<file path="config.mk">
export PLATFORM = sky130hd
export DESIGN_NAME = mc_control
export DESIGN_NICKNAME = d
export VERILOG_FILES = /design/src/rtl/mc_pkg.sv /design/src/rtl/mc_decode.sv /design/src/rtl/mc_control.sv
export SDC_FILE = /design/constraint.sdc
export NUM_CORES = 1
export LEC_CHECK = 0
export CAP_MARGIN = 5
export CORE_AREA = 5 5 100 64
export DETAILED_ROUTE_END_ITERATION = 6
export DIE_AREA = 0 0 105 69
export HOLD_SLACK_MARGIN = 0.1
export MAX_ROUTING_LAYER = met4
export PLACE_DENSITY = 0.7
export SYNTH_ARGS = -nofsm -noshare
export SYNTH_HDL_FRONTEND = slang
export SYNTH_HIERARCHICAL = 1
export SYNTH_SLANG_ARGS = --single-unit
export TNS_END_PERCENT = 50
</file>
<file path="constraint.sdc">
create_clock -name CLK -period 2.43 [get_ports CLK]
set_input_delay 0.486 -clock CLK [delete_from_list [all_inputs] [get_ports CLK]]
set_output_delay 0.486 -clock CLK [all_outputs]
set_load 0.02 [all_outputs]
</file>
<file path="src/rtl/mc_pkg.sv">
// Shared encodings for the multicycle controller: FSM states, opcodes and
// the select/operation codes that the datapath muxes decode.
package mc_pkg;

  typedef enum logic [2:0] {
    ST_IF   = 3'b000,
    ST_ID   = 3'b001,
    ST_EXE  = 3'b010,
    ST_MEM  = 3'b011,
    ST_WB   = 3'b100,
    ST_HALT = 3'b111
  } state_t;

  localparam logic [5:0] OP_ADD   = 6'b000000;
  localparam logic [5:0] OP_SUB   = 6'b000001;
  localparam logic [5:0] OP_ADDIU = 6'b000010;
  localparam logic [5:0] OP_ANDI  = 6'b010000;
  localparam logic [5:0] OP_ORI   = 6'b010010;
  localparam logic [5:0] OP_SLTI  = 6'b011100;
  localparam logic [5:0] OP_SW    = 6'b110000;
  localparam logic [5:0] OP_LW    = 6'b110001;
  localparam logic [5:0] OP_BEQ   = 6'b110100;
  localparam logic [5:0] OP_BNE   = 6'b110101;
  localparam logic [5:0] OP_J     = 6'b111000;
  localparam logic [5:0] OP_JAL   = 6'b111010;
  localparam logic [5:0] OP_JR    = 6'b111001;
  localparam logic [5:0] OP_HALT  = 6'b111111;

  localparam logic [2:0] SRCB_REGB = 3'b000;
  localparam logic [2:0] SRCB_FOUR = 3'b001;
  localparam logic [2:0] SRCB_LS   = 3'b010;
  localparam logic [2:0] SRCB_BEQ  = 3'b011;
  localparam logic [2:0] SRCB_ZEXT = 3'b100;
  localparam logic [2:0] SRCB_ZERO = 3'b101;

  localparam logic [2:0] ALU_ADD = 3'b000;
  localparam logic [2:0] ALU_SUB = 3'b001;
  localparam logic [2:0] ALU_AND = 3'b010;
  localparam logic [2:0] ALU_OR  = 3'b011;
  localparam logic [2:0] ALU_SLT = 3'b100;

  localparam logic [1:0] PC_NEXT   = 2'b00;
  localparam logic [1:0] PC_BRANCH = 2'b01;
  localparam logic [1:0] PC_JUMP   = 2'b10;
  localparam logic [1:0] PC_JR     = 2'b11;

  localparam logic [1:0] DST_RT = 2'b00;
  localparam logic [1:0] DST_RD = 2'b01;
  localparam logic [1:0] DST_RA = 2'b10;

  // One-hot instruction class; all-zero means the opcode is not recognised.
  typedef struct packed {
    logic add, sub, addiu, andi, ori, slti, sw, lw, beq, bne, j, jal, jr, halt;
  } op_t;

  function automatic logic op_legal(input op_t d);
    return |d;
  endfunction

endpackage

</file>
<file path="src/rtl/mc_decode.sv">
// Purely combinational opcode classifier feeding the controller FSM.
module mc_decode
  import mc_pkg::*;
#(
  parameter int OPW = 6
) (
  input  logic [OPW-1:0] opcode,
  output op_t            op
);

  always_comb begin
    op       = '0;
    op.add   = (opcode == OPW'(OP_ADD));
    op.sub   = (opcode == OPW'(OP_SUB));
    op.addiu = (opcode == OPW'(OP_ADDIU));
    op.andi  = (opcode == OPW'(OP_ANDI));
    op.ori   = (opcode == OPW'(OP_ORI));
    op.slti  = (opcode == OPW'(OP_SLTI));
    op.sw    = (opcode == OPW'(OP_SW));
    op.lw    = (opcode == OPW'(OP_LW));
    op.beq   = (opcode == OPW'(OP_BEQ));
    op.bne   = (opcode == OPW'(OP_BNE));
    op.j     = (opcode == OPW'(OP_J));
    op.jal   = (opcode == OPW'(OP_JAL));
    op.jr    = (opcode == OPW'(OP_JR));
    op.halt  = (opcode == OPW'(OP_HALT));
  end

endmodule

</file>
<file path="src/rtl/mc_control.sv">
// Multicycle CPU controller: IF/ID/EXE/MEM/WB/HALT FSM with Moore-plus-decode
// control outputs and a retired-instruction counter.
module mc_control
  import mc_pkg::*;
#(
  parameter int OPW = 6
) (
  input  logic           CLK,
  input  logic           RST,
  input  logic [OPW-1:0] opcode,
  input  logic           zero,
  output logic [2:0]     state,
  output logic [2:0]     ALUSrcB,
  output logic           ALUSrcA,
  output logic [2:0]     ALUOp,
  output logic           PCWre,
  output logic           IRWre,
  output logic           RegWre,
  output logic           mRD,
  output logic           mWR,
  output logic           ExtSel,
  output logic [1:0]     PCSrc,
  output logic [1:0]     RegDst,
  output logic           DBDataSrc,
  output logic [31:0]    retired
);

  state_t state_reg, state_next;
  op_t    op;

  mc_decode #(.OPW(OPW)) u_decode (
    .opcode (opcode),
    .op     (op)
  );

  always_ff @(posedge CLK or negedge RST) begin
    if (!RST) begin
      state_reg <= ST_IF;
      retired   <= '0;
    end else begin
      state_reg <= state_next;
      if (PCWre) retired <= retired + 32'd1;
    end
  end

  assign state = state_reg;

  always_comb begin
    state_next = ST_IF;
    case (state_reg)
      ST_IF:   state_next = ST_ID;
      ST_ID: begin
        if (op.j || op.jal || op.jr) state_next = ST_IF;
        else if (op.halt)            state_next = ST_HALT;
        else if (op_legal(op))       state_next = ST_EXE;
        else                         state_next = ST_IF;
      end
      ST_EXE: begin
        if (op.beq || op.bne)     state_next = ST_IF;
        else if (op.lw || op.sw)  state_next = ST_MEM;
        else                      state_next = ST_WB;
      end
      ST_MEM:  state_next = op.lw ? ST_WB : ST_IF;
      ST_WB:   state_next = ST_IF;
      ST_HALT: state_next = ST_HALT;
      default: state_next = ST_IF;
    endcase
  end

  // IF outputs never look at opcode: the instruction register is still loading.
  always_comb begin
    ALUSrcB   = SRCB_ZERO;
    ALUSrcA   = 1'b0;
    ALUOp     = ALU_ADD;
    PCWre     = 1'b0;
    IRWre     = 1'b0;
    RegWre    = 1'b0;
    mRD       = 1'b0;
    mWR       = 1'b0;
    ExtSel    = 1'b0;
    PCSrc     = PC_NEXT;
    RegDst    = DST_RT;
    DBDataSrc = 1'b0;
    case (state_reg)
      ST_IF: begin
        IRWre   = 1'b1;
        ALUSrcA = 1'b1;
        ALUSrcB = SRCB_FOUR;
      end
      ST_ID: begin
        ALUSrcA = 1'b1;
        ALUSrcB = SRCB_BEQ;
        if (op.jal) begin
          RegWre = 1'b1;
          RegDst = DST_RA;
        end
        if (op.j || op.jal || op.jr) begin
          PCWre = 1'b1;
          PCSrc = op.jr ? PC_JR : PC_JUMP;
        end
      end
      ST_EXE: begin
        if (op.add || op.sub || op.beq || op.bne)            ALUSrcB = SRCB_REGB;
        else if (op.addiu || op.andi || op.ori || op.slti)   ALUSrcB = SRCB_ZEXT;
        else if (op.lw || op.sw)                             ALUSrcB = SRCB_LS;
        ExtSel = op.addiu | op.slti | op.lw | op.sw | op.beq | op.bne;
        if (op.sub || op.beq || op.bne) ALUOp = ALU_SUB;
        else if (op.andi)               ALUOp = ALU_AND;
        else if (op.ori)                ALUOp = ALU_OR;
        else if (op.slti)               ALUOp = ALU_SLT;
        if (op.beq || op.bne) begin
          PCWre = 1'b1;
          PCSrc = ((op.beq && zero) || (op.bne && !zero)) ? PC_BRANCH : PC_NEXT;
        end
      end
      ST_MEM: begin
        mRD   = op.lw;
        mWR   = op.sw;
        PCWre = op.sw;
      end
      ST_WB: begin
        RegWre    = 1'b1;
        PCWre     = 1'b1;
        RegDst    = (op.add || op.sub) ? DST_RD : DST_RT;
        DBDataSrc = op.lw;
      end
      default: ;
    endcase
  end

endmodule

</file>
==> tab_implementation.tex <==
\begin{tabular}{lr}
\hline
Metric & Value \\
\hline
\multicolumn{2}{l}{\textbf{Status}} \\
Result of the run & finished, final reports clean \\
\multicolumn{2}{l}{\textbf{Final layout}} \\
Number of antenna repair diodes & 0 \\
Layout cell share with drive strength beyond 1 & $\sim$28\% \\
Fraction of the core area covered by cells at the end of the flow & between 50\% and 60\% \\
Area delta synth->final & 55.8\% \\
Area of the multi-input gates & about 0.0013 mm² \\
Net count reported at finish & about 350 \\
Fin area & approximately 0.0032 mm² \\
Seq. cell area & 876 µm² \\
Filler cells & between 400 and 500 \\
Largest register FFs & 32 \\
Post-route non-filler standard cell count & between 400 and 500 \\
\multicolumn{2}{l}{\textbf{Timing}} \\
Final setup TNS & 0 ps \\
Max frequency & just over 400 MHz \\
Total setup violations reported at the end of the flow & 0 \\
Final worst setup slack & 16.6 ps \\
Worst hold-check slack & between 400 and 500 ps \\
Pins over their slew limit & 0 \\
Shortest clock period the worst path allows after layout & 2410 ps \\
Final critical-path share of the clock period & 99.3\% \\
Maximum clock skew at final layout & between 4 and 5 ps \\
Final number of hold-violating endpoints & 0 \\
Slew headroom & about two thirds \\
Pin slew with the least headroom to its limit & 477 ps \\
Setup repair after global routing missed its margin & true \\
\multicolumn{2}{l}{\textbf{Worst setup path}} \\
Critical path launch point type & input pin \\
Launch point of the worst reg-to-reg path & state[1]\$\_DFF\_PN0\_ \\
Crit path capture type & output port \\
Class of the most critical setup path & input pin to output port \\
Crit Reg-Reg Endpoint & retired[15]\$\_DFFE\_PN0P\_ \\
Worst R2R Setup Slack & approximately 470 ps \\
Data required time at the worst endpoint & around 1900 ps \\
Biggest fanout along the worst timing path & 7 \\
Number of cells on the worst reg-to-reg path & 7 \\
Arrival time worst endpoint & just under 2000 ps \\
\multicolumn{2}{l}{\textbf{Routing}} \\
Average wire length per cell after detail routing & between 15 and 20 µm \\
Via-to-Cell Ratio & between 5 and 6 \\
Count of TritonRoute iterations in the first routing pass & 4 \\
Total length of routed wires & between 6 and 7 mm \\
Iteration-0 DRC count of the detailed router & 112 \\
Final ANT Viol Nets & 0 \\
DRC & 0 \\
Overall via count from detail\_route & 2103 \\
\multicolumn{2}{l}{\textbf{Floorplan}} \\
Horiz. Die Dim & 105 µm \\
Placeable core region & 0.00541 mm² \\
Site Rows & 21 \\
Die Ht & about 69 µm \\
Starting Density & slightly below 40\% \\
Die footprint & 0.00725 mm² \\
I/O pin count & 62 \\
\multicolumn{2}{l}{\textbf{Global route}} \\
Pin count of the biggest net entering global routing & 36 \\
Tot GR Track Use & approximately 17\% \\
Vias in the first global route & 1971 \\
Sum of overflow across all layers after global routing & 0 \\
Global-route wire length before repair & approximately 10 mm \\
Initial antenna violation count & 0 \\
\multicolumn{2}{l}{\textbf{Clock network}} \\
Maximum buffer depth of the clock tree & 2 \\
Number of sinks driven by the clock tree & 35 \\
Clk slew on worst S/H paths & around 70 ps \\
Number of levels in the clock H-tree & 2 \\
Number of hold buffers added after cts & 0 \\
Inserted Clock Buffers & 5 \\
Latest clock arrival within the worst-skew pair & between 200 and 300 ps \\
Clock tree from TritonCTS & done \\
CTS Root Cell & clkbuf\_8 \\
\multicolumn{2}{l}{\textbf{Placement}} \\
Post-placement cell count & between 300 and 400 \\
Placed cell area & 0.00303 mm² \\
Final weighted congestion of routability-driven global placement & around 0.90 \\
Worst slack at placement & -863 ps \\
Detailed placer's ending HPWL & 4.61 mm \\
Number of port buffers & between 60 and 70 \\
\multicolumn{2}{l}{\textbf{Synth}} \\
Yosys cell types & between 40 and 50 \\
Top post-synthesis cells by count & dfrtp\_1 (35), nor2\_1 (30), xnor2\_1 (25) \\
Synth Flop Type & dfrtp\_1 \\
Portion of synthesized cell area occupied by the leading cell type & 42.1\% \\
Net count after synthesis & approximately 240 \\
Most common cell in the netlist & dfrtp\_1 \\
Leading post-synthesis cells by cell area & dfrtp\_1 (42\%), xnor2\_1 (11\%), nor2\_1 (5.4\%), nand3\_1 (4.1\%), nand4\_1 (3.6\%) \\
Async set-or-reset flop fraction in the synthesized netlist & 100\% \\
Portion of the post-synthesis area used by sequential elements & 42.1\% \\
Number of flip-flops and latches in the synthesized netlist & 35 \\
Top cell type by total area after synthesis & dfrtp\_1 \\
Number of cells produced by synthesis & approximately 230 \\
Number of enable flip-flop cells after synthesis & 0 \\
Count of warnings emitted by yosys & 6 \\
Post-Synthesis Cell Area & approximately 0.0021 mm² \\
Avg Cell Area, Syn & approximately 9.0 µm² \\
\multicolumn{2}{l}{\textbf{Pwr}} \\
Leak Pwr & between 1 and 1.5 nW \\
Power density over cell area & about 660 mW/mm² \\
Max rail drop VDD & around 400 µV \\
Total Power & approximately 2.2 mW \\
\multicolumn{2}{l}{\textbf{Min path}} \\
Endpoint with the worst hold slack & retired[31]\$\_DFFE\_PN0P\_ \\
Worst Hold Path Cells & 1 \\
Hold Path Origin & retired[31]\$\_DFFE\_PN0P\_ \\
Min-delay worst type & register to register \\
\multicolumn{2}{l}{\textbf{Job}} \\
Count of max-cap constraint violations & 0 \\
\hline
\end{tabular}
## critical path: stages
cell,delay (ps)
buf_12,110
or4_4,590
nor2_4,180
nor4_4,50
buf_4,150
a31oi_1,150
nor2_1,60
buf_4,150
## cell usage in the layout, fill, tap and decap left out, drive strengths merged, types with 2 or more instances in the layout
cell	Yosys	layout
clkbuf	4	6
and3	10	10
nand3	17	17
a21oi	9	9
dlygate4sd2	0	2
or3b	2	2
inv	4	4
buf	4	62
nor2	31	31
clkdlybuf4s50	0	39
dfrtp	35	35
or2	3	3
nand2b	7	7
nand4	12	12
nor3	11	11
xnor2	25	25
nor2b	4	4
nand4b	2	2
xor2	6	6
nand2	16	16
o21ai	5	5
nand3b	2	2
and4	2	2
nor4	7	7
## area by class of cell
type | count | area share [%]
Clock buffer | 6 | 2.55
Clock inverter | 1 | 0.154
Inverter | 4 | 0.463
Multi-Input combinational cell | 185 | 39.1
Sequential cell | 35 | 27.0
Tap cell | 69 | 2.66
Timing Repair Buffer | 104 | 28.0
## kinds of logic (layout without fill, tap and decap cells)
group | after synthesis | after routing | share of synthesized area (%)
mux | 2 | 2 | 1.02
simple gates | 131 | 131 | 33.5
flops | 35 | 35 | 42.1
fa+ha+maj | 1 | 1 | 0.601
compound gates | 20 | 20 | 6.67
xor+xnor | 31 | 31 | 13.0
buf+inv | 12 | 115 | 3.12
## worst max path at each step
stage	from	to	slack, ps
after global placement	opcode[1]	ALUSrcB[2]	-860
final	opcode[3]	ALUSrcB[1]	20
after CTS	opcode[1]	ALUSrcB[1]	5
after floorplan	opcode[0]	ALUSrcB[1]	10
after global routing	opcode[3]	ALUSrcB[1]	-40
after detailed placement	opcode[1]	ALUSrcB[2]	-860
## routing by layer
| metal | GRT usage (%) | wire (µm) | vias to the layer above |
|---|---|---|---|
| met4 | 1.70 | 0 | 0 |
| met3 | 3.92 | 381 | 0 |
| met5 | - | 0 | - |
| li1 | - | - | 1032 |
| met2 | 22.4 | 2510 | 74 |
| met1 | 28.3 | 3300 | 997 |
## power breakdown
part	switching (mW)	total (mW)	leakage (nW)	internal, mW
Clock	0.194	0.416	0.0470	0.222
Sequential	0.106	0.755	0.473	0.649
Combinational	0.524	0.983	0.868	0.459
Total	0.823	2.15	1.39	1.33
## what timing repair did
action	in CTS	in global routing
gates resized for setup	101	24
pin swaps	8	12
buffers inserted	1	4
setup endpoints to repair	44	11
Note: power is estimated with default switching activity, not from simulation.
==> edit 1, RTL diff (config.mk and constraints unchanged) <==
`OPW` is set to 6 in 2 places; all go to 12.
--- a/src/rtl/mc_decode.sv
+++ b/src/rtl/mc_decode.sv
@@ -4,3 +4,3 @@
 #(
-  parameter int OPW = 6
+  parameter int OPW = 12
 ) (
--- a/src/rtl/mc_control.sv
+++ b/src/rtl/mc_control.sv
@@ -5,3 +5,3 @@
 #(
-  parameter int OPW = 6
+  parameter int OPW = 12
 ) (
Ports: changed (resized opcode); port bits go from 62 to 68. The function was not compared with the original's and may differ.
==> edit 1 against the unedited design <==
  * The flow now finishes with violations (negative setup slack)
  * Die area is the same
  * Sequential cell count is the same
  * Design area grew 21%
  * Routed wire length grew 19%
  * Area after synthesis grew 7.5%
  * Clock skew grew 1.5 ps
  * Setup slack lost 360 ps
  * Largest cell class unchanged
Power is not compared: it rests on default switching activity, and its combinational part moved more than twofold at a synthesized area within 25%.
==> edit 1: results (changes against the unedited design) <==
[routing]
top_layer=met4  ; was met3
viasPerCell=5.32  ; was 5.21

[critical_path]
cp_data_arrival_time_ps=2290  ; was 1930 ps
regToRegSetupSlack_ps=410  ; was 470 ps
path_max_fanout=5  ; was 7
endpoint=ALUSrcB[2]  ; was ALUSrcB[1]
r2r-end=retired[30]  ; was retired[15]
crit_start=opcode[10]  ; was opcode[3]

[final_layout]
n_all_buffers=126  ; was 104
seq_share=0.223  ; was 0.270
nNetsFinal=378  ; was 345
nFillCells=381  ; was 483
final_cells=432  ; was 404

[synthesis]
synth.distinct_cells=46  ; was 43
syn-instance-count=240  ; was 232
synth_commonest_cells=dfrtp_1, xnor2_1, nor2_1, nand3_1, nand2_1  ; was dfrtp_1, nor2_1, xnor2_1, nand3_1, nand2_1

[sta]
tightestPinTransition_ps=656  ; was 477 ps
setup_slack_ps=-344  ; was 16.6 ps
setup_viol=42  ; was 0
fin_setup_tns_ps=-6350  ; was 0 ps

[placement]
gp_congestion=0.819  ; was 0.899
dp.cells=408  ; was 392
portBuffers=67  ; was 61

[global_route]
grt_pass1_wl_um=11900  ; was 10200 um
globalRouteTotalUtil=0.204  ; was 0.175
met3_usage=0.0420  ; was 0.0392

[clock_network]
ctsResizeCount=135  ; was 101
post_cts_buffers=14  ; was 1

[run_status]
violations=negative setup slack
status=finished with violations  ; was finished clean

[edit 1: cell types whose count changed in the layout (fill, tap and decap cells not counted), sizes merged, moves of 2 or more]
cell / before / now
buf: 62 / 78
clkbuf: 6 / 12
clkdlybuf4s15: 1 / 3
nand2b: 7 / 9
nand4b: 2 / 0
nor2: 31 / 23
nor3: 11 / 9
nor4: 7 / 17
or3: 1 / 3
or3b: 2 / 4
[edit 1: power by group through the flow]
stage	logic, W	clock network, W	registers (W)
floorplan	0.000190	0	0.000671
global placement	0.000378	0	0.000657
detailed placement	0.000383	0	0.000656
CTS	0.000401	0.000468	0.000645
global route	0.000475	0.000503	0.000650
finish	0.000442	0.000464	0.000646
[edit 1: logic make-up after synthesis]
kind of cell	Yosys count	synth area share
simple gates	136	0.368
mux	2	0.00950
buf+inv	15	0.0425
flops	35	0.391
fa+ha+maj	1	0.00559
xor+xnor	31	0.121
compound gates	20	0.0620
==> edit 2, RTL diff (config.mk and constraints unchanged) <==
Without the edit above. Put a register stage on the output `mWR`, cleared by the reset. The value now appears one clock later. The other outputs are not delayed to match.
--- a/src/rtl/mc_control.sv
+++ b/src/rtl/mc_control.sv
@@ -26,2 +26,4 @@
 );
+
+  logic mWR_d;
 
@@ -78,3 +80,3 @@
     mRD       = 1'b0;
-    mWR       = 1'b0;
+    mWR_d     = 1'b0;
     ExtSel    = 1'b0;
@@ -117,3 +119,3 @@
         mRD   = op.lw;
-        mWR   = op.sw;
+        mWR_d = op.sw;
         PCWre = op.sw;
@@ -130,2 +132,10 @@
 
+  always_ff @(posedge CLK or negedge RST) begin
+    if (!RST) begin
+      mWR <= '0;
+    end else begin
+      mWR <= mWR_d;
+    end
+  end
+
 endmodule
Formal check against the unedited RTL: not equivalent (a bounded check fails within 4 cycles, from zero or initial values and one cycle with RST low).
==> edit 2 against the unedited design <==
  * Via count increased by 1.9%
  * Largest cell class unchanged
  * Cell count rose by 1.7%
  * Maximum frequency hardly changed
  * Area after synthesis rose by 0.54%
  * Power grew 4.4%
  * Routed wire length is 0.44% lower
  * Setup slack improved by 1.9 ps
  * Critical path depth is the same
  * Critical path type unchanged
  * Clock skew rose by 3.8 ps
  * Register-to-register slack worse by 90 ps
  * Design area grew 3.0%
  * Largest power group unchanged
  * Sequential cell count increased by 1
==> edit 2: results (changes against the unedited design) <==
[synthesis]
ys_seq_area_frac=0.430  ; was 0.421
synth_commonest_cells=dfrtp_1, xnor2_1, nor2_1, nand3_1, nand2_1  ; was dfrtp_1, nor2_1, xnor2_1, nand3_1, nand2_1
ys.warnings.count=6  ; unchanged
async_reset_ff_frac=1.00  ; unchanged
synth_area_leaders=dfrtp_1, xnor2_1, nand3_1  ; was dfrtp_1, xnor2_1, nor2_1
synth.distinct_cells=38  ; was 43
syn_nets=242  ; unchanged

[placement]
portBuffers=61  ; unchanged
place_hpwl_um=4730  ; was 4610 um
post-place-ws_ps=-902  ; was -863 ps
gp_congestion=0.923  ; was 0.899

[clock_network]
cts_root_buf=clkbuf_8  ; unchanged
cts_max_level=2  ; unchanged
cts_inserted_buffers=5  ; unchanged
insertion_delay_ps=290
clkSlewWorstSetupHoldPaths_ps=80

[global_route]
antenna_found_initial=0  ; unchanged
grt_pass1_wl_um=10300  ; was 10200 um
globalRouteTotalUtil=0.178  ; was 0.175
grt_max_degree=37  ; was 36
grt_pass1_vias=2007  ; was 1971

[sta]
relSlewSlack=0.566  ; was 0.682
clock_skew_ps=7.85  ; was 4.09 ps

[final_layout]
diodes=0  ; unchanged
largest_reg_flops=32  ; unchanged
drive_above_1_share=0.295  ; was 0.278
nNetsFinal=351  ; was 345

[power_and_ir_drop]
p_int_w=0.00141  ; was 0.00133 W
ir_drop_mv=0.698  ; was 0.405 mV
leakage_nw=1.39  ; about the same

[routing]
met2_length_um=2500  ; was 2510 um
dr.pass1.iters=4  ; unchanged
first_iter_violations=126  ; was 112
dr_wl_met3_um=362  ; was 381 um
vias=2142  ; was 2103
top_layer=met4  ; was met3
wirelength_um=6160  ; was 6190 um
wl_met1_um=3240  ; was 3300 um

[run_status]
status=finished clean  ; unchanged

[critical_path]
cp_data_arrival_time_ps=1930  ; about the same
path_max_fanout=5  ; was 7

-- edit 2: cell types whose count changed in the layout (fill, tap and decap cells not counted), sizes merged, moves of 4 or more --
cell,delta
nor2,-7
and3,-4
nand3,+4
and2,+4
-- edit 2: logic make-up (layout without fill, tap and decap cells) --
| family | count (synthesis) | count (layout) | synth area share |
|---|---|---|---|
| fa+ha+maj | 1 | 1 | 0.00598 |
| simple gates | 133 | 133 | 0.340 |
| xor+xnor | 31 | 31 | 0.130 |
| buf+inv | 10 | 120 | 0.0221 |
| compound gates | 19 | 19 | 0.0616 |
| mux | 2 | 2 | 0.0102 |
| flops | 36 | 36 | 0.430 |
-- edit 2: power by group through the flow --
stage          clock, W  sequential, W  combinational [W]
6_report       0.000522       0.000750           0.000976
3_3_place_gp          0       0.000758           0.000946
5_1_grt        0.000558       0.000769            0.00104
4_1_cts        0.000534       0.000749           0.000959
3_5_place_dp          0       0.000759           0.000947
2_1_floorplan         0       0.000791           0.000423
-- edit 2: critical path, cell delays in order --
cell     delay [ps]
buf_6            90
or2_4           280
buf_4           150
nor2_4          100
nor3_1           60
or4b_4          540
nand2_4         100
buf_6           110
-- edit 2: metrics by stage --
step | std cells | power, W | area (sq um)
2_1_floorplan | 232 | 0.00121 | 2120
3_3_place_gp | 399 | 0.00170 | 3110
3_5_place_dp | 399 | 0.00171 | 3110
4_1_cts | 409 | 0.00224 | 3280
5_1_grt | 411 | 0.00237 | 3340
6_report | 411 | 0.00225 | 3340
-- edit 2: routing by layer --
metal / track usage / vias to the layer above
li1: - / 1053
met1: 0.279 / 1018
met2: 0.225 / 62
met3: 0.0420 / 9
met4: 0.0454 / 0
met5: - / -
-- edit 2: path summary, 6_finish.rpt --
path                             start          end  slack, ps  cells past startpoint
min reg2reg                retired[31]  retired[31]        470                      1
max                          opcode[1]        PCWre         20                      8
min                        retired[31]  retired[31]        470                      1
min in group asynchronous          RST  retired[23]        610                      2
max in group asynchronous          RST     state[1]       1510                      2
max reg2reg                   state[0]  retired[30]        380                      7
-- edit 2: layout make-up --
| class | instances | area [sq um] |
|---|---|---|
| Fill cell | 443 | 2070 |
| Multi-Input combinational cell | 186 | 1290 |
| Timing Repair Buffer | 111 | 948 |
| Sequential cell | 36 | 901 |
| Tap cell | 69 | 86.3 |
| Clock buffer | 6 | 72.6 |
| Clock inverter | 2 | 35.0 |
| Inverter | 1 | 3.75 |
-- edit 2: timing repair --
action                                  in CTS  in global routing
resized for setup                           88                 21
endpoints found under the hold margin        0                  0
pin swaps                                    9                 10
hold buffers                                 0                  0
endpoints found under the setup margin      45                 28
setup buffers                                2                  2
